<file path="src/rtl/ysyx_220053_ifu.sv">
// Instruction fetch unit. It issues one fetch at a time to instruction memory,
// buffers returned words with their PCs in a 2-entry FIFO toward the decoder,
// and flushes or drops in-flight work when a redirect arrives.
module ysyx_220053_ifu #(
    parameter logic [63:0] RESET_PC   = 64'h0000_0000_8000_0000,
    parameter int          FIFO_DEPTH = 2
) (
    input  logic        clk,
    input  logic        rst,
    output logic        imem_req_valid,
    input  logic        imem_req_ready,
    output logic [63:0] imem_req_addr,
    input  logic        imem_resp_valid,
    input  logic [31:0] imem_resp_data,
    output logic        instr_valid,
    input  logic        instr_ready,
    output logic [31:0] instr_o,
    output logic [63:0] pc_o,
    input  logic        redirect_valid,
    input  logic [63:0] redirect_pc,
    input  logic        halt,
    output logic [1:0]  dbg_state
);

    // Handshakes: a request transfers on a cycle where imem_req_valid && imem_req_ready;
    // a buffered instruction transfers on a cycle where instr_valid && instr_ready.
    // imem_resp_valid is a one-cycle pulse with no back-pressure.

    typedef enum logic [1:0] {
        S_IDLE = 2'd0,
        S_WAIT = 2'd1,
        S_DROP = 2'd2
    } state_t;

    state_t      r_state;
    logic [63:0] r_pc;
    logic [63:0] r_inflight_pc;
    logic [31:0] r_buf_data [FIFO_DEPTH];
    logic [63:0] r_buf_pc   [FIFO_DEPTH];
    logic        r_head;
    logic        r_tail;
    logic [1:0]  r_count;

    logic w_req_fire;
    logic w_push;
    logic w_pop;
    logic w_has_space;
    logic w_unused_ok;

    // Only IDLE can issue, so nothing is outstanding when the space check is made;
    // a request is issued only if its response is guaranteed a slot.
    assign w_has_space = (r_count < 2'(FIFO_DEPTH));
    assign imem_req_valid = !rst && (r_state == S_IDLE) && w_has_space
                            && !redirect_valid && !halt;
    assign imem_req_addr  = r_pc;
    assign w_req_fire     = imem_req_valid && imem_req_ready;

    // A redirect in the same cycle discards both the incoming word and the pop.
    assign w_push = (r_state == S_WAIT) && imem_resp_valid && !redirect_valid;
    assign w_pop  = instr_valid && instr_ready && !redirect_valid;

    assign instr_valid = !rst && (r_count != 2'd0);
    assign instr_o     = instr_valid ? r_buf_data[r_head] : 32'd0;
    assign pc_o        = instr_valid ? r_buf_pc[r_head]   : 64'd0;
    assign dbg_state   = r_state;

    // Low redirect bits are forced to zero and never used.
    assign w_unused_ok = &{1'b0, redirect_pc[1:0]};

    // Fetch PC, fetch FSM and buffer pointers/occupancy.
    always_ff @(posedge clk) begin
        if (rst) begin
            r_pc          <= RESET_PC;
            r_state       <= S_IDLE;
            r_inflight_pc <= 64'd0;
            r_head        <= 1'b0;
            r_tail        <= 1'b0;
            r_count       <= 2'd0;
        end else begin
            if (redirect_valid) begin
                r_pc <= {redirect_pc[63:2], 2'b00};
            end else if (w_req_fire) begin
                r_pc <= r_pc + 64'd4;
            end

            case (r_state)
                S_IDLE: begin
                    // Responses seen in IDLE are stale or zero-latency and are ignored.
                    if (w_req_fire) begin
                        r_state       <= S_WAIT;
                        r_inflight_pc <= r_pc;
                    end
                end
                S_WAIT: begin
                    if (imem_resp_valid) begin
                        r_state <= S_IDLE;
                    end else if (redirect_valid) begin
                        r_state <= S_DROP;
                    end
                end
                S_DROP: begin
                    // The response being waited for ends DROP even if another
                    // redirect lands in the same cycle; nothing else is in flight.
                    if (imem_resp_valid) begin
                        r_state <= S_IDLE;
                    end
                end
                default: r_state <= S_IDLE;
            endcase

            if (redirect_valid) begin
                r_head  <= 1'b0;
                r_tail  <= 1'b0;
                r_count <= 2'd0;
            end else begin
                if (w_push) begin
                    r_tail <= r_tail + 1'b1;
                end
                if (w_pop) begin
                    r_head <= r_head + 1'b1;
                end
                case ({w_push, w_pop})
                    2'b10:   r_count <= r_count + 2'd1;
                    2'b01:   r_count <= r_count - 2'd1;
                    default: r_count <= r_count;
                endcase
            end
        end
    end

    // Buffer storage; contents are only observed through occupancy, so no reset.
    always_ff @(posedge clk) begin
        if (w_push) begin
            r_buf_data[r_tail] <= imem_resp_data;
            r_buf_pc[r_tail]   <= r_inflight_pc;
        end
    end

endmodule

</file>
<file path="config.mk">
export PLATFORM = sky130hd
export DESIGN_NAME = ysyx_220053_ifu
export DESIGN_NICKNAME = d
export VERILOG_FILES = /design/src/rtl/ysyx_220053_ifu.sv
export SDC_FILE = /design/constraint.sdc
export NUM_CORES = 1
export LEC_CHECK = 0
export ABC_AREA = 0
export CAP_MARGIN = 30
export CORE_MARGIN = 5
export CORE_UTILIZATION = 50
export DETAILED_ROUTE_END_ITERATION = 8
export GPL_ROUTABILITY_DRIVEN = 0
export PLACE_DENSITY = 0.77
export SYNTH_ARGS = -nofsm -noshare
export SYNTH_HDL_FRONTEND = slang
export SYNTH_SLANG_ARGS = --single-unit
</file>
<file path="constraint.sdc">
create_clock -name clk -period 8.5 [get_ports clk]
set_clock_uncertainty 0.05 [all_clocks]
set_input_delay 1.275 -clock clk [delete_from_list [all_inputs] [get_ports clk]]
set_output_delay 1.275 -clock clk [all_outputs]
set_load 0.05 [all_outputs]
</file>
## Word-level counts from Yosys, hierarchy flattened

Memories as Yosys holds them, arrays and structs flattened. A register that Yosys moved wholly into a read port is not among the register bits.
Index checks and enable logic that the tools add are counted.
Widths: inputs -> output; s select.

| storage, ports and cells | value |
|---|---|
| flip-flop bits (word level) | 134 |
| RAM bits | 192 |
| input port bits | 103 |
| memories | 2 |

Memory list:

| name | words | bits a word | read ports | clocked after memory_dff | wr ports | RTL line | source |
|---|---|---|---|---|---|---|---|
| r_buf_pc | 2 | 64 | 1 | 1 | 1 | 39 | `logic [63:0] r_buf_pc [FIFO_DEPTH];` |
| r_buf_data | 2 | 32 | 1 | 1 | 1 | 38 | `logic [31:0] r_buf_data [FIFO_DEPTH];` |

| cells by class | value |
|---|---|
| add/sub/neg operators | 5 |
| order comparisons | 1 |
| equality and inequality tests | 7 |
| muxes and demuxes | 16 |
| reduce and logical (&&, ||, !) cells | 20 |

Operator list:

| cell | number |
|---|---|
| $mux 64 | 3 |
| $add 64x3->64 const B | 1 |
| $mux 32 | 1 |
| $logic_and 1x1->1 | 10 |
| $mux 2 | 4 |
| $mux 1 | 6 |
| $pmux 2 s3 | 1 |
| $reduce_bool 2->1 | 3 |
| $eq 2x1->1 const B | 2 |
| $eq 2x2->1 const B | 2 |
| $ne 2x2->1 const B | 2 |
| $pmux 2 s2 | 1 |
| $logic_not 1->1 | 3 |
| $ne 3x3->1 const B | 1 |
| $reduce_and 3->1 | 1 |
| $add 1x1->1 const B | 2 |
| $add 2x1->2 const B | 1 |
| $logic_not 2->1 | 1 |
| $lt 2x2->1 const B | 1 |
| $reduce_and 2->1 | 1 |
| $reduce_or 2->1 | 1 |
| $sub 2x1->2 const B | 1 |

## Longest topological paths before layout

| logic depth | value |
|---|---|
| depth after elaboration | 8 |
| gate-level depth with buffers | 8 |

## Worst setup path before layout

No wires, ideal clock.

| timing | value |
|---|---|
| kind | input-to-reg |
| from | input redirect_valid |
| to | memory r_buf_data[0][0] (enable) |
| library setup time | 0.548 ns |
| arrival time | 5.841 ns |
| required time | 7.902 ns |
| setup slack | 2.061 ns |
| stages on the path | 5 |
| cells stage by stage | inv_1 -> clkbuf_1 -> and3_1 -> inv_1 -> nor2_1 |

| on the way | value |
|---|---|
| longest elaborated chain between the ends | 4 |

RTL lines:

| element | RTL line | source |
|---|---|---|
| start, declared | 19 | `input logic redirect_valid,` |
| $logic_not 1->1 | 59 | `assign w_push = (r_state == S_WAIT) && imem_resp_valid && !redirect_valid;` |
| $logic_and 1x1->1 | 59 |  |
| $mux 1 | 133 | `if (w_push) begin` |
| $mux 1 (implied by the code) | 134 | `r_buf_data[r_tail] <= imem_resp_data;` |
| end, declared | 38 |  |

Every way passes these cells.

## Final worst setup path

| timing | value |
|---|---|
| from | input rst |
| to | output pc_o[52] |

| on the way | value |
|---|---|
| longest elaborated chain between the ends | 3 |

RTL lines:

| element | RTL line | source |
|---|---|---|
| start, declared | 9 | `input logic rst,` |
| $logic_not 1->1 | 62 | `assign instr_valid = !rst && (r_count != 2'd0);` |
| $logic_and 1x1->1 | 62 |  |
| $mux 64 | 64 | `assign pc_o = instr_valid ? r_buf_pc[r_head] : 64'd0;` |
| end, declared | 18 | `output logic [63:0] pc_o,` |

Every way passes these cells.

==> impl_metrics.tcl <==
set metrics [dict create \
    grt_pass1_vias 10600 \
    p_per_area_mw_per_mm2 194 \
    ys_ff_latch 319 \
    fp-row-count 60 \
    p_switching_uw 791 \
    dp_hpwl_um 25600 \
    yosysTopAreaCell "edfxtp_1" \
    comb_power_share_pct 8.0 \
    clock-sinks 319 \
    seq_area_frac_synth_pct 61.0 \
    cp.arrival_ps 3980 \
    cp-end-kind "output port" \
    slew_violations 0 \
    grt_pass1_wl_um 59900 \
    cts_buffers 34 \
    synth_cells 1248 \
    die_h_um 175 \
    maxCapViolations 0 \
    finalSetupViolCount 0 \
    seq_power_share_pct 50.1 \
    tightest_slew_ps 979 \
    final_util_pct 65.4 \
    clock_latency_ps 510 \
    ant_nets 0 \
    fp.dieW_um 175 \
    post_cts_resize_count 0 \
    io_pins 267 \
    cts_tree "built" \
    min_path_type "reg -> reg" \
    synth.distinct_cells 59 \
    p_sw_share_pct 23.3 \
    crit_type "in -> out" \
    drtIter0Drc 1066 \
    synth_most_common_cell "edfxtp_1" \
    pwr-share-clk_pct 41.9 \
    final_net_count 1588 \
    overflow 0 \
    fmax_mhz 189 \
    drt-total-wl_um 38200 \
    avgSynthCellArea_um2 10.9 \
    ys_warn_count 0 \
    clockBufferDepth 3 \
    synthesis.area_mm2 0.0135 \
    yosysTopAreaCellShare_pct 41.7 \
    cp_max_fo 89 \
    start_util_pct 50.6 \
    ys_async_sr_fraction_pct 0 \
    wl_per_cell_um 20.7 \
    io_buffers 260 \
    cp.required_ps 7170 \
    area_delta_synth_final_pct 29.4 \
    timing.setup.tns_ps 0 \
    dieArea_mm2 0.0305 \
    rsz0062_at_grt "false" \
    outcome "finished, final reports clean" \
    start_kind "input pin" \
    synth_flop_cell "edfxtp_1" \
    grt_util_all_layers_pct 24.4 \
    yosys-top-cells-area "edfxtp_1, dfxtp_1, mux2i_1, nand2_1, nor2_1" \
    firstDrtPassIters 5 \
    drive_gt1_share_pct 5.70 \
    path_clk_slew_ps 60 \
    ctsRootBufferMaster "clkbuf_16" \
    drc 0 \
    post_cts_buffers 0 \
    vias 10700 \
    finalCriticalPeriod_ps 5300 \
    p_leak_nw 5.50 \
    fillers 2066 \
    cts_hold_buf 0 \
    antenna_found_initial 2 \
    synth_edf_count 188 \
    via_per_inst 5.79 \
    intPower_mw 2.60 \
    ir_drop_mv 0.131 \
    core_area_mm2 0.0268 \
    htree_levels 2 \
    hold_viol 0 \
    synth_common_cells "edfxtp_1, nand2_1, nor2_1" \
    grt_start_max_net_pins 90 \
    finalCritPeriodShare_pct 62.4 \
    timing.slew.headroom_pct 34.7 \
]
sequential cells by signal, summed over array words and instances, names as in the netlist, named ones only:
signal / count
r_buf_pc: 124
r_count: 2
r_inflight_pc: 62
imem_req_addr: 62
r_tail: 1
dbg_state: 2
r_buf_data: 64
r_head: 1
cell usage in the layout (no fill, tap or decap), types with 11 or more instances in the layout:
cell type	synthesis	layout
nor2_1	151	150
nor4_1	20	20
nand2_1	178	178
inv_1	15	14
nor3_1	17	17
nand4_1	42	42
and3_1	13	13
dfxtp_1	131	130
nand3_1	34	33
xor2_1	11	11
mux2i_1	97	97
a31oi_1	12	12
buf_4	5	14
or4_1	19	19
o21ai_0	15	15
a311oi_1	11	11
a211oi_1	13	13
clkbuf_16	0	35
clkdlybuf4s50_1	0	258
a21oi_1	89	89
edfxtp_1	188	188
layout make-up:
| type | count | area, um^2 | area share [%] |
|---|---|---|---|
| clock buffers | 44 | 910 | 5.19 |
| diodes | 2 | 5.00 | 0.0286 |
| multi-input cells | 836 | 4940 | 28.2 |
| repair buffers | 277 | 2770 | 15.8 |
| inverters | 15 | 56.3 | 0.321 |
| flip-flops and latches | 319 | 8270 | 47.2 |
| well taps | 341 | 427 | 2.43 |
| clock inverters | 17 | 153 | 0.871 |
per-layer routing:
layer	vias to the layer above	track usage [%]	wire (um)
met1	5072	34.6	16600
li1	5049	-	-
met3	96	4.67	2910
met5	-	0	13
met2	492	38.4	17600
met4	2	7.79	1130
kinds of logic after synthesis:
logic type               share of synthesized area, %
XOR/XNOR                                         1.23
buffers and inverters                            2.87
AND/OR/NAND/NOR                                  18.6
AO/OA/AOI/OAI                                    8.17
flip-flops                                       61.0
multiplexers                                     7.91
adder cells (fa/ha/maj)                         0.185
other                                          0.0277
stage by stage:
stage | setup WS, ps | area, um^2 | hold WS, ps | std cells | total power, mW
after floorplan | 2060 | 13600 | 375 | 1251 | 1.87
after global routing | 3020 | 17500 | 411 | 1850 | 3.51
after global placement | 3210 | 16400 | 380 | 1784 | 1.99
final | 3200 | 17500 | 393 | 1851 | 3.40
after detailed placement | 3200 | 16400 | 387 | 1787 | 2.00
after CTS | 3200 | 17500 | 391 | 1848 | 3.42
critical path, stage by stage:
cell and delay, ps:
buf_4 360, inv_1 310, o21ai_4 230, buf_4 720
nor2_1 140, clkdlybuf4s50_1 750
power groups by stage:
| stage | sequential, mW | clock, mW | combinational [mW] |
|---|---|---|---|
| 2_1_floorplan | 1.78 | 0 | 0.0841 |
| 3_3_place_gp | 1.73 | 0 | 0.263 |
| 3_5_place_dp | 1.73 | 0 | 0.267 |
| 4_1_cts | 1.70 | 1.45 | 0.269 |
| 5_1_grt | 1.70 | 1.52 | 0.284 |
| 6_report | 1.70 | 1.42 | 0.271 |
worst paths after layout:
kind / start / end / slack [ps] / cells past startpoint
hold / removal: r_inflight_pc[6] / r_buf_pc[0][6] / 390 / 0
setup reg to reg: r_count[1] / imem_req_addr[46] / 5250 / 6
hold reg to reg: r_inflight_pc[6] / r_buf_pc[0][6] / 390 / 0
setup / recovery: rst / pc_o[52] / 3200 / 6
Power figures use the tool's default switching activity.
